[config.mk]
export PLATFORM = sky130hd
export DESIGN_NAME = select_next_hop
export DESIGN_NICKNAME = d
export VERILOG_FILES = /design/src/rtl/select_next_hop.sv
export SDC_FILE = /design/constraint.sdc
export NUM_CORES = 1
export LEC_CHECK = 0
export CORE_MARGIN = 5
export CORE_UTILIZATION = 53
export DETAILED_ROUTE_END_ITERATION = 16
export PLACE_DENSITY = 0.89
export REMOVE_ABC_BUFFERS = 1
export SYNTH_ARGS = -nofsm -noshare
export SYNTH_HDL_FRONTEND = slang
export SYNTH_SLANG_ARGS = --single-unit
[constraint.sdc]
create_clock -name clock -period 3 [get_ports clock]
set_input_delay 0.3 -clock clock [delete_from_list [all_inputs] [get_ports clock]]
set_output_delay 0.3 -clock clock [all_outputs]
set_load 0.005 [all_outputs]
[src/rtl/select_next_hop.sv]
// Next-hop selector: scans the neighbor table read-only and picks the lowest-qValue neighbor
// advertising target_sink. Define SNH_BATTERY_FILTER_EN to compile in the battery-floor filter.
`ifndef WORD_WIDTH
`define WORD_WIDTH 16
`endif

module select_next_hop #(
  parameter int unsigned WORD_WIDTH = `WORD_WIDTH,
  parameter int unsigned MAX_SINKS  = 8
) (
  input  logic                  clock,
  input  logic                  rst,
  input  logic                  start,
  input  logic [WORD_WIDTH-1:0] target_sink,
  input  logic [WORD_WIDTH-1:0] exclude_id,
  input  logic [WORD_WIDTH-1:0] min_battery,
  input  logic [WORD_WIDTH-1:0] data_in,
  output logic [WORD_WIDTH-1:0] address,
  output logic [WORD_WIDTH-1:0] best_nID,
  output logic [WORD_WIDTH-1:0] best_qValue,
  output logic [WORD_WIDTH-1:0] best_clusterID,
  output logic                  valid,
  output logic                  done
);

  localparam int unsigned MaxNbrs = 64;
  localparam logic [WORD_WIDTH-1:0] AddrNcnt = WORD_WIDTH'(16'h068A);
  localparam logic [WORD_WIDTH-1:0] AddrNid  = WORD_WIDTH'(16'h0048);
  localparam logic [WORD_WIDTH-1:0] AddrClus = WORD_WIDTH'(16'h00C8);
  localparam logic [WORD_WIDTH-1:0] AddrBatt = WORD_WIDTH'(16'h0148);
  localparam logic [WORD_WIDTH-1:0] AddrQ    = WORD_WIDTH'(16'h01C8);
  localparam logic [WORD_WIDTH-1:0] AddrSink = WORD_WIDTH'(16'h0248);
  localparam logic [WORD_WIDTH-1:0] AddrScnt = WORD_WIDTH'(16'h068E);
  localparam logic [WORD_WIDTH-1:0] MaxNbrsW  = WORD_WIDTH'(MaxNbrs);
  localparam logic [WORD_WIDTH-1:0] MaxSinksW = WORD_WIDTH'(MAX_SINKS);
  localparam logic [3:0]            MaxSinksK = 4'(MAX_SINKS);

  typedef enum logic [3:0] {
    StIdle,
    StRdNcnt,
    StChkN,
    StRdNid,
    StRdScnt,
    StRdSink,
    StRdBatt,
    StRdQ,
    StNext,
    StRdClus,
    StDone
  } state_e;

  state_e                state_q, state_d;
  logic                  cap_q, cap_d;  // 0: issue phase, 1: capture phase of a read
  logic [WORD_WIDTH-1:0] address_q, address_d;
  logic [WORD_WIDTH-1:0] rd_addr;
  logic [6:0]            n_q, n_d;
  logic [6:0]            n_inc;
  logic [6:0]            ncnt_q, ncnt_d;
  logic [3:0]            k_q, k_d;
  logic [3:0]            k_inc;
  logic [3:0]            scnt_q, scnt_d;
  logic [6:0]            best_n_q, best_n_d;
  logic [WORD_WIDTH-1:0] nid_q, nid_d;
  logic [WORD_WIDTH-1:0] best_nid_q, best_nid_d;
  logic [WORD_WIDTH-1:0] best_q_q, best_q_d;
  logic [WORD_WIDTH-1:0] best_clus_q, best_clus_d;
  logic                  valid_q, valid_d;
  logic                  done_q, done_d;
  logic [WORD_WIDTH-1:0] tgt_q, tgt_d;
  logic [WORD_WIDTH-1:0] excl_q, excl_d;

`ifdef SNH_BATTERY_FILTER_EN
  logic [WORD_WIDTH-1:0] minb_q, minb_d;
`else
  logic unused_min_battery;
  assign unused_min_battery = ^min_battery;
`endif

  assign n_inc = n_q + 7'd1;
  assign k_inc = k_q + 4'd1;

  // Address of the word the current read state fetches.
  always_comb begin
    rd_addr = address_q;
    case (state_q)
      StRdNcnt: rd_addr = AddrNcnt;
      StRdNid:  rd_addr = AddrNid + WORD_WIDTH'({n_q, 1'b0});
      StRdScnt: rd_addr = AddrScnt + WORD_WIDTH'({n_q, 1'b0});
      StRdSink: rd_addr = AddrSink + WORD_WIDTH'({n_q, 4'b0000}) + WORD_WIDTH'({k_q, 1'b0});
      StRdBatt: rd_addr = AddrBatt + WORD_WIDTH'({n_q, 1'b0});
      StRdQ:    rd_addr = AddrQ + WORD_WIDTH'({n_q, 1'b0});
      StRdClus: rd_addr = AddrClus + WORD_WIDTH'({best_n_q, 1'b0});
      default:  rd_addr = address_q;
    endcase
  end

  always_comb begin
    state_d     = state_q;
    cap_d       = 1'b0;
    address_d   = address_q;
    n_d         = n_q;
    ncnt_d      = ncnt_q;
    k_d         = k_q;
    scnt_d      = scnt_q;
    best_n_d    = best_n_q;
    nid_d       = nid_q;
    best_nid_d  = best_nid_q;
    best_q_d    = best_q_q;
    best_clus_d = best_clus_q;
    valid_d     = valid_q;
    done_d      = done_q;
    tgt_d       = tgt_q;
    excl_d      = excl_q;
`ifdef SNH_BATTERY_FILTER_EN
    minb_d      = minb_q;
`endif

    unique case (state_q)
      StIdle, StDone: begin
        if (start) begin
          tgt_d       = target_sink;
          excl_d      = exclude_id;
`ifdef SNH_BATTERY_FILTER_EN
          minb_d      = min_battery;
`endif
          done_d      = 1'b0;
          valid_d     = 1'b0;
          best_q_d    = '1;
          best_nid_d  = '1;
          best_clus_d = '0;
          n_d         = '0;
          address_d   = AddrNcnt;
          state_d     = StRdNcnt;
        end
      end

      StRdNcnt: begin
        if (!cap_q) begin
          address_d = rd_addr;
          cap_d     = 1'b1;
        end else begin
          ncnt_d  = (data_in > MaxNbrsW) ? 7'd64 : data_in[6:0];
          state_d = StChkN;
        end
      end

      StChkN: begin
        if (n_q == ncnt_q) begin
          if (valid_q) begin
            state_d = StRdClus;
          end else begin
            state_d = StDone;
            done_d  = 1'b1;
          end
        end else begin
          state_d = StRdNid;
        end
      end

      StRdNid: begin
        if (!cap_q) begin
          address_d = rd_addr;
          cap_d     = 1'b1;
        end else begin
          nid_d   = data_in;
          state_d = (data_in == excl_q) ? StNext : StRdScnt;
        end
      end

      StRdScnt: begin
        if (!cap_q) begin
          address_d = rd_addr;
          cap_d     = 1'b1;
        end else begin
          scnt_d  = (data_in > MaxSinksW) ? MaxSinksK : data_in[3:0];
          k_d     = '0;
          state_d = (data_in == '0) ? StNext : StRdSink;
        end
      end

      StRdSink: begin
        if (!cap_q) begin
          address_d = rd_addr;
          cap_d     = 1'b1;
        end else if (data_in == tgt_q) begin
`ifdef SNH_BATTERY_FILTER_EN
          state_d = StRdBatt;
`else
          state_d = StRdQ;
`endif
        end else begin
          k_d = k_inc;
          if (k_inc == scnt_q) state_d = StNext;
        end
      end

`ifdef SNH_BATTERY_FILTER_EN
      StRdBatt: begin
        if (!cap_q) begin
          address_d = rd_addr;
          cap_d     = 1'b1;
        end else begin
          state_d = (data_in < minb_q) ? StNext : StRdQ;
        end
      end
`endif

      StRdQ: begin
        if (!cap_q) begin
          address_d = rd_addr;
          cap_d     = 1'b1;
        end else begin
          // Strict compare: earlier index keeps ties, and 16'hFFFF can never win.
          if (data_in < best_q_q) begin
            best_q_d   = data_in;
            best_n_d   = n_q;
            best_nid_d = nid_q;
            valid_d    = 1'b1;
          end
          state_d = StNext;
        end
      end

      // The end-of-table check is folded in here so NEXT costs a single cycle.
      StNext: begin
        n_d = n_inc;
        if (n_inc == ncnt_q) begin
          if (valid_q) begin
            state_d = StRdClus;
          end else begin
            state_d = StDone;
            done_d  = 1'b1;
          end
        end else begin
          state_d = StRdNid;
        end
      end

      StRdClus: begin
        if (!cap_q) begin
          address_d = rd_addr;
          cap_d     = 1'b1;
        end else begin
          best_clus_d = data_in;
          state_d     = StDone;
          done_d      = 1'b1;
        end
      end

      default: state_d = StIdle;
    endcase
  end

  always_ff @(posedge clock) begin
    if (rst) begin
      state_q     <= StIdle;
      cap_q       <= 1'b0;
      address_q   <= '0;
      n_q         <= '0;
      ncnt_q      <= '0;
      k_q         <= '0;
      scnt_q      <= '0;
      best_n_q    <= '0;
      nid_q       <= '0;
      best_nid_q  <= '1;
      best_q_q    <= '1;
      best_clus_q <= '0;
      valid_q     <= 1'b0;
      done_q      <= 1'b0;
      tgt_q       <= '0;
      excl_q      <= '0;
`ifdef SNH_BATTERY_FILTER_EN
      minb_q      <= '0;
`endif
    end else begin
      state_q     <= state_d;
      cap_q       <= cap_d;
      address_q   <= address_d;
      n_q         <= n_d;
      ncnt_q      <= ncnt_d;
      k_q         <= k_d;
      scnt_q      <= scnt_d;
      best_n_q    <= best_n_d;
      nid_q       <= nid_d;
      best_nid_q  <= best_nid_d;
      best_q_q    <= best_q_d;
      best_clus_q <= best_clus_d;
      valid_q     <= valid_d;
      done_q      <= done_d;
      tgt_q       <= tgt_d;
      excl_q      <= excl_d;
`ifdef SNH_BATTERY_FILTER_EN
      minb_q      <= minb_d;
`endif
    end
  end

  assign address        = address_q;
  assign best_nID       = best_nid_q;
  assign best_qValue    = best_q_q;
  assign best_clusterID = best_clus_q;
  assign valid          = valid_q;
  assign done           = done_q;

endmodule

==> summary by stage, run 1 <==
Drt
The first TritonRoute pass finished after 7 iterations. Wire segments on met3 add up to roughly 2100 microns in the final route. The first routing iteration left between 800 and 900 violations.

The detailed route wirelength on metal2 is between 10000 and 15000 microns. After detailed routing, the average wire length per cell comes to around 19 microns. The routed length on met1 is 8590 microns. For this block, the via count after detailed routing is approximately 7000. The number of routed nets with antenna violations is 0. The DRC violation count after routing is 0.

The routed design has about 22000 microns of wire. The detail-routed via count per cell is a little over 6. The highest signal layer in the routed design is met4.

Critical path
Among cell families on the critical path, the largest total delay comes from compound AO/OA/AOI/OAI gates. The signal on the critical path passes through inv_1 -> ha_1 -> a21o_1 -> a21o_1 -> a2111oi_4 -> and2_1 -> o211ai_4 -> o22a_1. STA puts the critical path data required time at 3.31 ns. The critical path is of the register to register type. The maximum net fanout on the critical path is 33. The worst setup path is captured at a register. The critical register-to-register path startpoint is best_qValue[13]$_SDFFE_PP1P_. Together, buffers and inverters on the worst path number 1. The worst-case reg-to-reg path depth is 8. The worst register-to-register path has a setup slack of between 0.4 and 0.5 ns.

For this run, the slowest stage of the critical path takes around 0.44 ns. The largest individual stage delay along the critical path comes from the cell a2111oi_4. The launch point of the critical path is best_qValue[13]$_SDFFE_PP1P_. The element type at the critical path start is a register.

The worst path arrival time is roughly 2.9 ns. By instance count, the cell type seen most on the critical path is a21o_1. In this run the critical register-to-register path is captured at best_nID[0]$_SDFFE_PP1P_.

Cells and area
After filler insertion, the fill cell instance count of the layout stands at 1064. Cells with a size suffix above 1 make up a little under a tenth of the layout. Relative to the synthesized area, the layout overhead comes to 26.1%. The repair_antennas step left the layout with diodes totalling 0. In the final design database the tool counted around 1100 nets. In the layout the commonest cells are dfxtp_1 (143), nand2_1 (112), clkdlybuf4s50_1 (110).

Leaving out fill and tap cells, the most frequent cell in the layout is dfxtp_1.

STA
The maximum clock frequency is 390 MHz. The count of endpoints failing setup in the final report is 0. The number of pins with negative max-slew slack in the final report is 0. For the pin with the worst max-slew slack, the measured transition is approximately 0.92 ns.

The final worst-path cycle share is a little under nine tenths. The worst path in the final design needs a cycle of 2.56 ns, including I/O delays and setup. The normalized max-slew margin is 38.3%. Setup repair after global routing left no endpoint under its margin. Setup slack on the critical path of the routed design comes to about 0.44 ns. On the final layout, the worst clock skew is about 0.0071 ns. The final hold violation count was 0.

Power
Overall power consumption after layout is estimated at between 6 and 7 mW. The total power divided by cell area is between 600 and 700 nW/um^2. For this design the static power due to leakage is between 3 and 4 nW. Across the VDD grid, the largest voltage drop is 558 uV.

Placed design
At the placement stage, the worst setup path has a slack of about 0.089 ns. The number of port buffers is roughly 110. Once detailed placement completed, the half-perimeter wirelength came to 15100 microns. The final weighted congestion in routability-driven placement is roughly 0.9.

Synthesis
The number of distinct standard cells referenced by the synthesized netlist is 76. After synthesis, the share of flip-flops with an asynchronous set or reset is 0%. The sequential area share after synthesis is roughly 39%. The top cell type by total area after synthesis is dfxtp_1. The fraction of post-synthesis cell area in the top cell type by area is 39.1%. The average footprint of a synthesized cell is roughly 8.4 sq um. Ranked by total cell area, the synthesized netlist is headed by dfxtp_1 (39%), a21oi_1 (6.7%), nand2_1 (5.7%). The post-synthesis register bit count is 143.

Among all flip-flop cells after synthesis, the most frequent one is dfxtp_1. The synthesized cell area is approximately 7300 sq um. The cell count after synthesis is 872. The number of flops mapped to enable cells by yosys is 0.

The Yosys step of the flow raised 0 warnings.

Floorplan
The initial core utilization is approximately 53%. The initialized floorplan defines 43 standard-cell rows. The die covers about 16000 sq um.

roughly 130 I/O pins were placed. The die is approximately 130 microns wide. The die height is between 100 and 150 microns.

The floorplan core area is 13700 sq um.

Min path
The class of the most critical hold timing path is input port to register. In this run the most critical hold path is launched from rst. The worst hold path terminates at excl_q[1]$_SDFFE_PP0P_. Along the worst hold path, the cell count comes to 2.

Clock tree
The clock sink count is between 100 and 150. In this run, CTS created clock tree buffers numbering 17. The clock tree from TritonCTS is yes. The cell sitting at the root of the clock tree is a clkbuf_16. Clock-pin slew was measured on the worst setup and hold paths at ~0.06 ns. Post-CTS repair changed the size of 0 cells. The clock latency on the worst-skew pair is between 0.4 and 0.5 ns. The clock passes through at most 2 buffers. In this run the number of H-tree levels came out at 4.

For this design, the CTS-stage hold fixing added 0 buffers. The setup fix buffers added after clock tree synthesis is 0.

Global routing
In the global route stage, overall resource usage came out at a little over a quarter. The first-pass GRT wire length is roughly 35000 microns. The number of global-route vias before repair came to just under 7000. The number of antenna violations at the first check in global routing came to 0. The total grt overflow is 0.

Entering global routing, the biggest net connects 48 pins.

Run
The number of max-capacitance violations reported is 0.

Status
The flow ran to the end, and the final reports show no timing, DRC or antenna violations.
[sequential cells by signal, summed over array words and instances (netlist names), 11 cells and up]
| name | cells |
|---|---|
| best_clusterID | 16 |
| best_nID | 16 |
| best_qValue | 16 |
| excl_q | 16 |
| nid_q | 16 |
| tgt_q | 16 |
| address | 11 |
[worst register-to-register path, delay by kind of cell, from the launching register on]
family          cells  cell delay [ns]
compound gates      5             1.50
flops               1             0.36
fa+ha+maj           1             0.29
simple gates        1             0.25
buf+inv             1             0.06
[synthesized netlist by cell type, drive strengths merged, types with 8 or more instances]
library cell	count
o21ai	35
nand3	52
clkbuf	40
dfxtp	143
xnor2	28
o211ai	10
ha	23
buf	38
inv	25
nand4	8
nor4	9
nand2	113
a21o	9
nand2b	8
o22ai	9
nor3	21
o22a	33
xor2	35
a22oi	9
a21oi	99
nor2	48
[metal layers]
| layer | vias up | track usage (%) |
|---|---|---|
| li1 | 3272 | - |
| met1 | 3326 | 33.7 |
| met2 | 433 | 44.7 |
| met3 | 93 | 5.60 |
| met4 | 0 | 13.1 |
| met5 | - | 0 |
[cells by family after synthesis]
kind of cell | share of synthesized area, %
and+or+nand+nor | 18.6
AOI/OAI and AO/OA | 22.7
DFF | 39.1
buffers and inverters | 6.60
xor gates and xnor gates | 8.17
adders and majority gates | 4.20
muxes | 0.547
other | 0.0512
[report_power, final]
group          total [mW]  internal, mW  switching (mW)
sequential           2.22          2.06           0.155
clock                2.27          1.42           0.846
combinational        1.70         0.624            1.08
total                6.19          4.11            2.08
[stage by stage]
step | utilization, % | hold WS (ns) | instance area, sq um | cells | setup TNS, ns
after floorplan | - | 0.369 | 6950 | 798 | -2.88
after global placement | 62.8 | 0.441 | 8610 | 1132 | 0
after detailed placement | 62.8 | 0.445 | 8610 | 1132 | 0
after CTS | 67.3 | 0.334 | 9240 | 1163 | 0
after global routing | 67.3 | 0.371 | 9240 | 1163 | 0
final | 67.3 | 0.347 | 9240 | 1163 | 0
[cell type report]
cell class / instances / area, sq um / share of cell area [%]
multi-input cells: 630 / 4000 / 43.3
flip-flops and latches: 143 / 2860 / 31.0
repair buffers: 154 / 1430 / 15.5
clock buffers: 20 / 447 / 4.84
well taps: 180 / 225 / 2.44
clock inverters: 11 / 180 / 1.95
inverters: 25 / 93.8 / 1.02
[worst max path at each step]
stage	end	slack, ns	depth (start not counted)
2_1_floorplan	best_clusterID[0]$_SDFFE_PP0P_	-0.18	6
4_1_cts	best_nID[0]$_SDFFE_PP1P_	0.47	8
3_3_place_gp	best_nID[9]$_SDFFE_PP1P_	0.15	8
5_1_grt	valid$_SDFFE_PP0P_	0.25	7
3_5_place_dp	valid$_SDFFE_PP0P_	0.09	7
6_report	best_nID[0]$_SDFFE_PP1P_	0.44	8
Note: power is estimated with default switching activity, not from simulation.
==> run 2: changes to the inputs <==
--- a/config.mk
+++ b/config.mk
@@ -5,8 +5,8 @@
 export SDC_FILE = /design/constraint.sdc
 export NUM_CORES = 1
 export LEC_CHECK = 0
-export CORE_MARGIN = 5
 export CORE_UTILIZATION = 53
+export CTS_CLUSTER_DIAMETER = 50
 export DETAILED_ROUTE_END_ITERATION = 16
 export PLACE_DENSITY = 0.89
 export REMOVE_ABC_BUFFERS = 1
==> run 2 against run 1 <==
Clock power fell by 5%. Non-clock buffer count fell by 2. Cell count fell by 0.43%. Combinational power is essentially flat. Flip-flop and latch count unchanged. Hold slack lost 0.13 ns. Cell area shrank 0.35%. Sequential power about the same. First-iteration DRC count decreased by 11%. Global-route usage rose by 3.3 points. Critical path type unchanged.
==> summary by stage, run 2 (synthesis gave the netlist of run 1 again) <==
Status
Status: complete, no violations (unchanged).

STA
The count of endpoints failing setup in the final report was 0 (unchanged). The final worst-path cycle share is 84.5% (was 85.4%). Setup repair after global routing missed its margin: false (unchanged). The final hold violation count is 0 (unchanged). The final worst slack is 0.464 ns (was 0.439 ns).

The minimum clock period is 2.54 ns (was 2.56 ns). The largest clock skew in the final design is 0.0106 ns (was 0.00714 ns). The maximum clock frequency came to 394 MHz (was 390 MHz). The final hold slack is 0.215 ns (was 0.347 ns). The transition time at the pin with the least slew margin is 0.712 ns (was 0.920 ns).

The normalized max-slew margin is 52.5% (was 38.3%). The number of pins with negative max-slew slack in the final report is 0 (unchanged).

Critical path
The kind of cell adding the most delay to the critical path is compound AO/OA/AOI/OAI gates (unchanged). The master of the slowest instance on the critical path is a2111oi_4 (unchanged). The capture point of the worst reg-to-reg path was best_nID[7]$_SDFFE_PP1P_ (was best_nID[0]$_SDFFE_PP1P_). The kind of capture point of the worst setup path is a register (unchanged). The longest individual stage delay on the worst path is 0.43 ns (was 0.44 ns). Cell chain of the critical path: inv_1 -> ha_1 -> a21o_1 -> a21o_1 -> a2111oi_4 -> and2_1 -> o211ai_4 -> buf_4 -> o22a_1 (was inv_1 -> ha_1 -> a21o_1 -> a21o_1 -> a2111oi_4 -> and2_1 -> o211ai_4 -> o22a_1). The worst path arrival time was 2.85 ns (was 2.87 ns). The element type at the critical path start is a register (unchanged). The critical register-to-register path startpoint is best_qValue[13]$_SDFFE_PP1P_ (unchanged). The critical path data required time is 3.31 ns (about the same). The most common cell type on the critical path is a21o_1 (unchanged). The maximum net fanout on the critical path is 17 (was 33). The classification of the worst setup path was register to register (unchanged). The minimum setup slack among reg-to-reg paths is 0.46 ns (was 0.44 ns). The count of buffering cells on the critical path with inverters included came to 2 (was 1).

The worst-case reg-to-reg path depth is 9 (was 8).

Floorplan
The initial core utilization is 54.9% (was 53.4%). The count of standard-cell rows is 42 (was 43). The area enclosed by the die boundary came to 14300 sq um (was 16300 sq um). The die height came to 120 microns (was 128 microns). The width of the die came to 120 microns (was 128 microns). The floorplan core area came to 13300 sq um (was 13700 sq um). The I/O pin count came to 133 (unchanged).

Placed design
The total cell area at the placement stage is 8600 sq um (was 8610 sq um). The number of port buffers is 111 (unchanged). The worst-case setup slack after placement is 0.178 ns (was 0.0890 ns). The final weighted congestion in routability-driven placement is 0.985 (was 0.902). The final HPWL from detailed placement came to 14900 microns (was 15100 microns).

Drt
The via total after detailed routing is 7161 (was 7124). The detailed-route wire length is 21700 microns (was 22200 microns). The detail-routed via count per cell is 6.18 (was 6.13). The number of routed nets with antenna violations is 0 (unchanged). The DRC violation count after routing is 0 (unchanged). The first-iteration detailed-routing DRC count is 792 (was 889). The average detailed-routed wire length per instance is 18.7 microns (was 19.1 microns). The number of iterations in the first detailed-routing pass came to 6 (was 7).

Run
The number of max-capacitance violations reported is 0 (unchanged).

Global routing
The number of global-route vias before repair is 6646 (was 6789). The first-pass GRT wire length was 33900 microns (was 35000 microns). The pin count of the biggest net entering global routing is 48 (unchanged).

The total grt overflow is 0 (unchanged). The number of antenna violations at the first check in global routing came to 0 (unchanged). The combined global-route utilization of all metal layers was 30.4% (was 27.1%).

Clock tree
The clock tree from TritonCTS is yes (unchanged). The post-cts repair resize count was 0 (unchanged). The maximum level of the CTS H-tree is 4 (unchanged).

The root buffer cell is clkbuf_16 (unchanged). The hold buffer count at cts was 0 (unchanged). The clock latency on the worst-skew pair is 0.43 ns (about the same).

The maximum number of buffers from clock root to sink is 2 (unchanged). The clock sink count was 143 (unchanged). The setup fix buffers added after clock tree synthesis is 0 (unchanged).

The clock buffer count from CTS came to 17 (unchanged). The CTS clock-pin slew for the worst setup and hold paths was 0.06 ns (about the same).

Min path
The worst hold path depth is 2 (unchanged). The worst hold path startpoint is rst (unchanged). The class of the most critical hold timing path is input port to register (unchanged). The endpoint of the worst hold-timing path was address[6]$_SDFFE_PP0P_ (was excl_q[1]$_SDFFE_PP0P_).

Cells and area
The cell area after layout came to 9200 sq um (was 9240 sq um). The number of inserted diodes is 0 (unchanged). The total number of nets in the final design is 1060 (was 1062).

The layout-stage area growth over the synthesis result is 25.7% (was 26.1%). The commonest non-fill, non-tap cell in the layout is dfxtp_1 (unchanged). The layout cell share with drive strength beyond 1 is 9.47% (was 9.36%). Commonest cells after routing, fill and taps aside: dfxtp_1 (143), nand2_1 (112), clkdlybuf4s50_1 (110) (unchanged).

Power
The static leakage is 3.55 nW (was 3.57 nW). The total power divided by cell area came to 659 nW/um^2 (was 670 nW/um^2). The worst vdd rail ir drop is 482 uV (was 558 uV).
-- run 2: cell types whose count changed in the layout (fill, tap and decap cells not counted) --
cell,delta
buf_12,+1
inv_6,+1
clkinv_2,+1
clkinvlp_4,+2
bufinv_16,-2
buf_4,-3
clkbuf_1,-2
clkbuf_8,+1
-- run 2: metal layers --
layer  vias up  share of wire, %  GRT usage (%)
met2       439                47           49.2
met3        93               9.8           7.08
li1       3273                 -              -
met4         0               4.2           16.2
met5         -                 0              0
met1      3356                39           37.4
-- run 2: per-stage QoR --
stage,setup TNS [ns],utilization (%),total power [mW],std cells
finish,0,69.0,6.06,1158
global route,0,69.0,6.29,1158
CTS,0,69.0,6.02,1158
detailed placement,0,64.4,3.88,1126
global placement,0,64.4,3.85,1126
floorplan,-2.88,-,3.18,798
-- run 2: worst max path at each step --
stage | from | end | slack, ns | cells past startpoint
finish | best_qValue[13]$_SDFFE_PP1P_ | best_nID[7]$_SDFFE_PP1P_ | 0.46 | 9
global route | data_in[2] | ncnt_q[0]$_SDFFE_PP0P_ | 0.35 | 7
floorplan | state_q[0]$_SDFFE_PP0P_ | best_clusterID[0]$_SDFFE_PP0P_ | -0.18 | 6
global placement | data_in[13] | best_nID[8]$_SDFFE_PP1P_ | 0.25 | 9
CTS | best_qValue[13]$_SDFFE_PP1P_ | best_nID[7]$_SDFFE_PP1P_ | 0.48 | 9
detailed placement | data_in[13] | best_nID[14]$_SDFFE_PP1P_ | 0.18 | 9
-- run 2: final cells by class --
class / count / area, sq um
Multi-Input combinational cell: 630 / 4000
Fill cell: 977 / 4140
Timing Repair Buffer: 152 / 1430
Tap cell: 176 / 220
Sequential cell: 143 / 2860
Clock inverter: 13 / 149
Inverter: 25 / 93.8
Clock buffer: 19 / 453
-- run 2: worst reg2reg max path: cells and delay by family, from the launching register on --
kind | cells | cell delay (ns)
AOI/OAI and AO/OA | 5 | 1.15
adders and majority gates | 1 | 0.31
DFF | 1 | 0.39
and+or+nand+nor | 1 | 0.27
buffers and inverters | 2 | 0.31
-- run 2: power by group --
| part | total [mW] | switching [mW] | leakage, nW | internal (mW) |
|---|---|---|---|---|
| logic | 1.70 | 1.08 | 2.10 | 0.623 |
| clock network | 2.16 | 0.877 | 0.287 | 1.28 |
| registers | 2.21 | 0.141 | 1.16 | 2.06 |
| total | 6.06 | 2.10 | 3.55 | 3.97 |
==> RTL change (settings of run 1) <==
Re-encode `state_e` (11 states) as one-hot, 11 bits wide.
--- a/src/rtl/select_next_hop.sv
+++ b/src/rtl/select_next_hop.sv
@@ -37,14 +37,14 @@
 
-  typedef enum logic [3:0] {
-    StIdle,
-    StRdNcnt,
-    StChkN,
-    StRdNid,
-    StRdScnt,
-    StRdSink,
-    StRdBatt,
-    StRdQ,
-    StNext,
-    StRdClus,
-    StDone
+  typedef enum logic [10:0] {
+    StIdle   = 11'b00000000001,
+    StRdNcnt = 11'b00000000010,
+    StChkN   = 11'b00000000100,
+    StRdNid  = 11'b00000001000,
+    StRdScnt = 11'b00000010000,
+    StRdSink = 11'b00000100000,
+    StRdBatt = 11'b00001000000,
+    StRdQ    = 11'b00010000000,
+    StNext   = 11'b00100000000,
+    StRdClus = 11'b01000000000,
+    StDone   = 11'b10000000000
   } state_e;
Function: same outputs for any inputs over 10 cycles, from zero or initial values and one cycle with rst high; not proved beyond that.
==> RTL change against run 1 <==
- setup slack lost 0.22 ns
- critical path depth shrank 1
- via count grew 6.0%
- sequential share of layout area shrank 0.24 points
- area after synthesis grew 5.3%
- total power shrank 10%
- synthesized cell count grew 7.6%
- sequential cell count grew 6
- cell area grew 5.0%
- routed wire length grew 2.3%
==> RTL change: results (changes against run 1) <==
| Metric | Value |
|---|---|
| Status | finished clean (unchanged) |
| Final setup skew | 0.0123 ns (was 0.00714 ns) |
| Max stage delay cell, worst path | sky130_fd_sc_hd__or4_4 (was sky130_fd_sc_hd__a2111oi_4) |
| Hold path endpoint | nid_q[1]$_SDFFE_PP0P_ (was excl_q[1]$_SDFFE_PP0P_) |
| Pre-CTS setup slack | 0.0426 ns (was 0.0890 ns) |
| Adder-cell share of the synthesized area | 0.0383 (was 0.0420) |
| Parity-gate share of the synthesized area counting xor and xnor cells | 0.0739 (was 0.0817) |
| Placed wire-length estimate after detailed placement | 15900 µm (was 15100 µm) |
| Clock period minus worst slack | 2.78 ns (was 2.56 ns) |
| Count of cell types in the netlist | 64 (was 76) |
| Global Route Usage Sum | 0.271 (about the same) |
| Maximum cell stage delay along the critical path | 0.67 ns (was 0.44 ns) |
| Global-route wire length before repair | 36500 µm (was 35000 µm) |
| Number of global-route vias before repair | 7328 (was 6789) |
| Pin count of the biggest net entering global routing | 51 (was 48) |
| Net count reported at finish | 1128 (was 1062) |
| Share of the synthesized area in compound gates (AO/OA/AOI/OAI) | 0.190 (was 0.227) |
| Top area cells in the synthesized netlist | sky130_fd_sc_hd__dfxtp_1 39%, sky130_fd_sc_hd__a21oi_1 5.1%, sky130_fd_sc_hd__nand2_1 4.9%, sky130_fd_sc_hd__nor2_1 4.2%, sky130_fd_sc_hd__xnor2_1 3.9% (was sky130_fd_sc_hd__dfxtp_1 39%, sky130_fd_sc_hd__a21oi_1 6.7%, sky130_fd_sc_hd__nand2_1 5.7%, sky130_fd_sc_hd__xor2_1 4.2%, sky130_fd_sc_hd__o22a_1 3.9%) |
| Sw frac | 0.320 (was 0.336) |
| Number of detailed-route iterations in the first pass | 5 (was 7) |
| Die Span X | 131 µm (was 128 µm) |
| Leakage dissipation | 3.92 nW (was 3.57 nW) |
| Number of DRC markers after the initial detailed-route iteration | 776 (was 889) |
| Worst setup path endpoint | best_qValue[9]$_SDFFE_PP1P_ (was best_nID[0]$_SDFFE_PP1P_) |
| Global placement routability congestion | 0.915 (was 0.902) |
| Wire length after detailed routing | 22700 µm (was 22200 µm) |
| Worst reg2reg path depth | 7 (was 8) |
| Category of cells accounting for the largest share of critical-path delay | simple AND/OR/NAND/NOR gates (was compound AO/OA/AOI/OAI gates) |
| Layout cells sized above 1 | 0.0990 (was 0.0936) |
| Maximum fanout count along the critical path | 17 (was 33) |
| Highest ir drop seen on vdd | 0.406 mV (was 0.558 mV) |
| Data arrival at the endpoint of the critical path | 3.09 ns (was 2.87 ns) |
| Most used standard cells in the synthesized netlist | 149 x sky130_fd_sc_hd__dfxtp_1, 100 x sky130_fd_sc_hd__nand2_1, 87 x sky130_fd_sc_hd__nor2_1 (was 143 x sky130_fd_sc_hd__dfxtp_1, 112 x sky130_fd_sc_hd__nand2_1, 98 x sky130_fd_sc_hd__a21oi_1) |
| Count of filler cells inserted in the layout | 1094 (was 1064) |
| Worst reg2reg path startpoint | state_q[10]$_SDFFE_PP0P_ (was best_qValue[13]$_SDFFE_PP1P_) |
[RTL change: cell types whose count changed after synthesis, moves of 20 or more]
cell,change
sky130_fd_sc_hd__o32a_1,+20
sky130_fd_sc_hd__mux2i_1,+20
sky130_fd_sc_hd__a211oi_1,+23
sky130_fd_sc_hd__nor2_1,+42
sky130_fd_sc_hd__a21oi_1,-20
sky130_fd_sc_hd__clkbuf_1,+43
sky130_fd_sc_hd__o22a_1,-32
sky130_fd_sc_hd__nand3_1,-26
sky130_fd_sc_hd__nor3_1,+30
[RTL change: power by group through the flow]
stage               clock network [mW]  logic (mW)  registers [mW]
detailed placement                   0        1.23            2.29
floorplan                            0       0.636            2.28
global placement                     0        1.20            2.29
global route                      2.15        1.37            2.27
CTS                               2.06        1.24            2.25
finish                            2.04        1.26            2.25
[RTL change: per-stage QoR]
stage | hold WS, ns | utilization | area [µm²] | instances | power (mW)
detailed placement | 0.443 | 0.633 | 9120 | 1203 | 3.52
floorplan | 0.369 | - | 7310 | 849 | 2.91
global route | 0.332 | 0.672 | 9700 | 1235 | 5.79
finish | 0.333 | 0.672 | 9700 | 1235 | 5.55
global placement | 0.438 | 0.633 | 9120 | 1203 | 3.49
CTS | 0.310 | 0.672 | 9690 | 1235 | 5.55
[RTL change: final cells by class]
type,instances,share of cell area
tap,184,0.0237
clock buffer,19,0.0467
inverter,28,0.0108
timing repair buffer,170,0.163
multi-input combinational,672,0.437
sequential,149,0.308
clock inverter,13,0.0117
[RTL change: per-layer routing]
layer,share of wire,GRT usage,wire length (µm)
met1,0.40,0.323,9010
met2,0.47,0.446,10600
met3,0.094,0.0801,2130
met4,0.043,0.131,970
met5,0,0,0
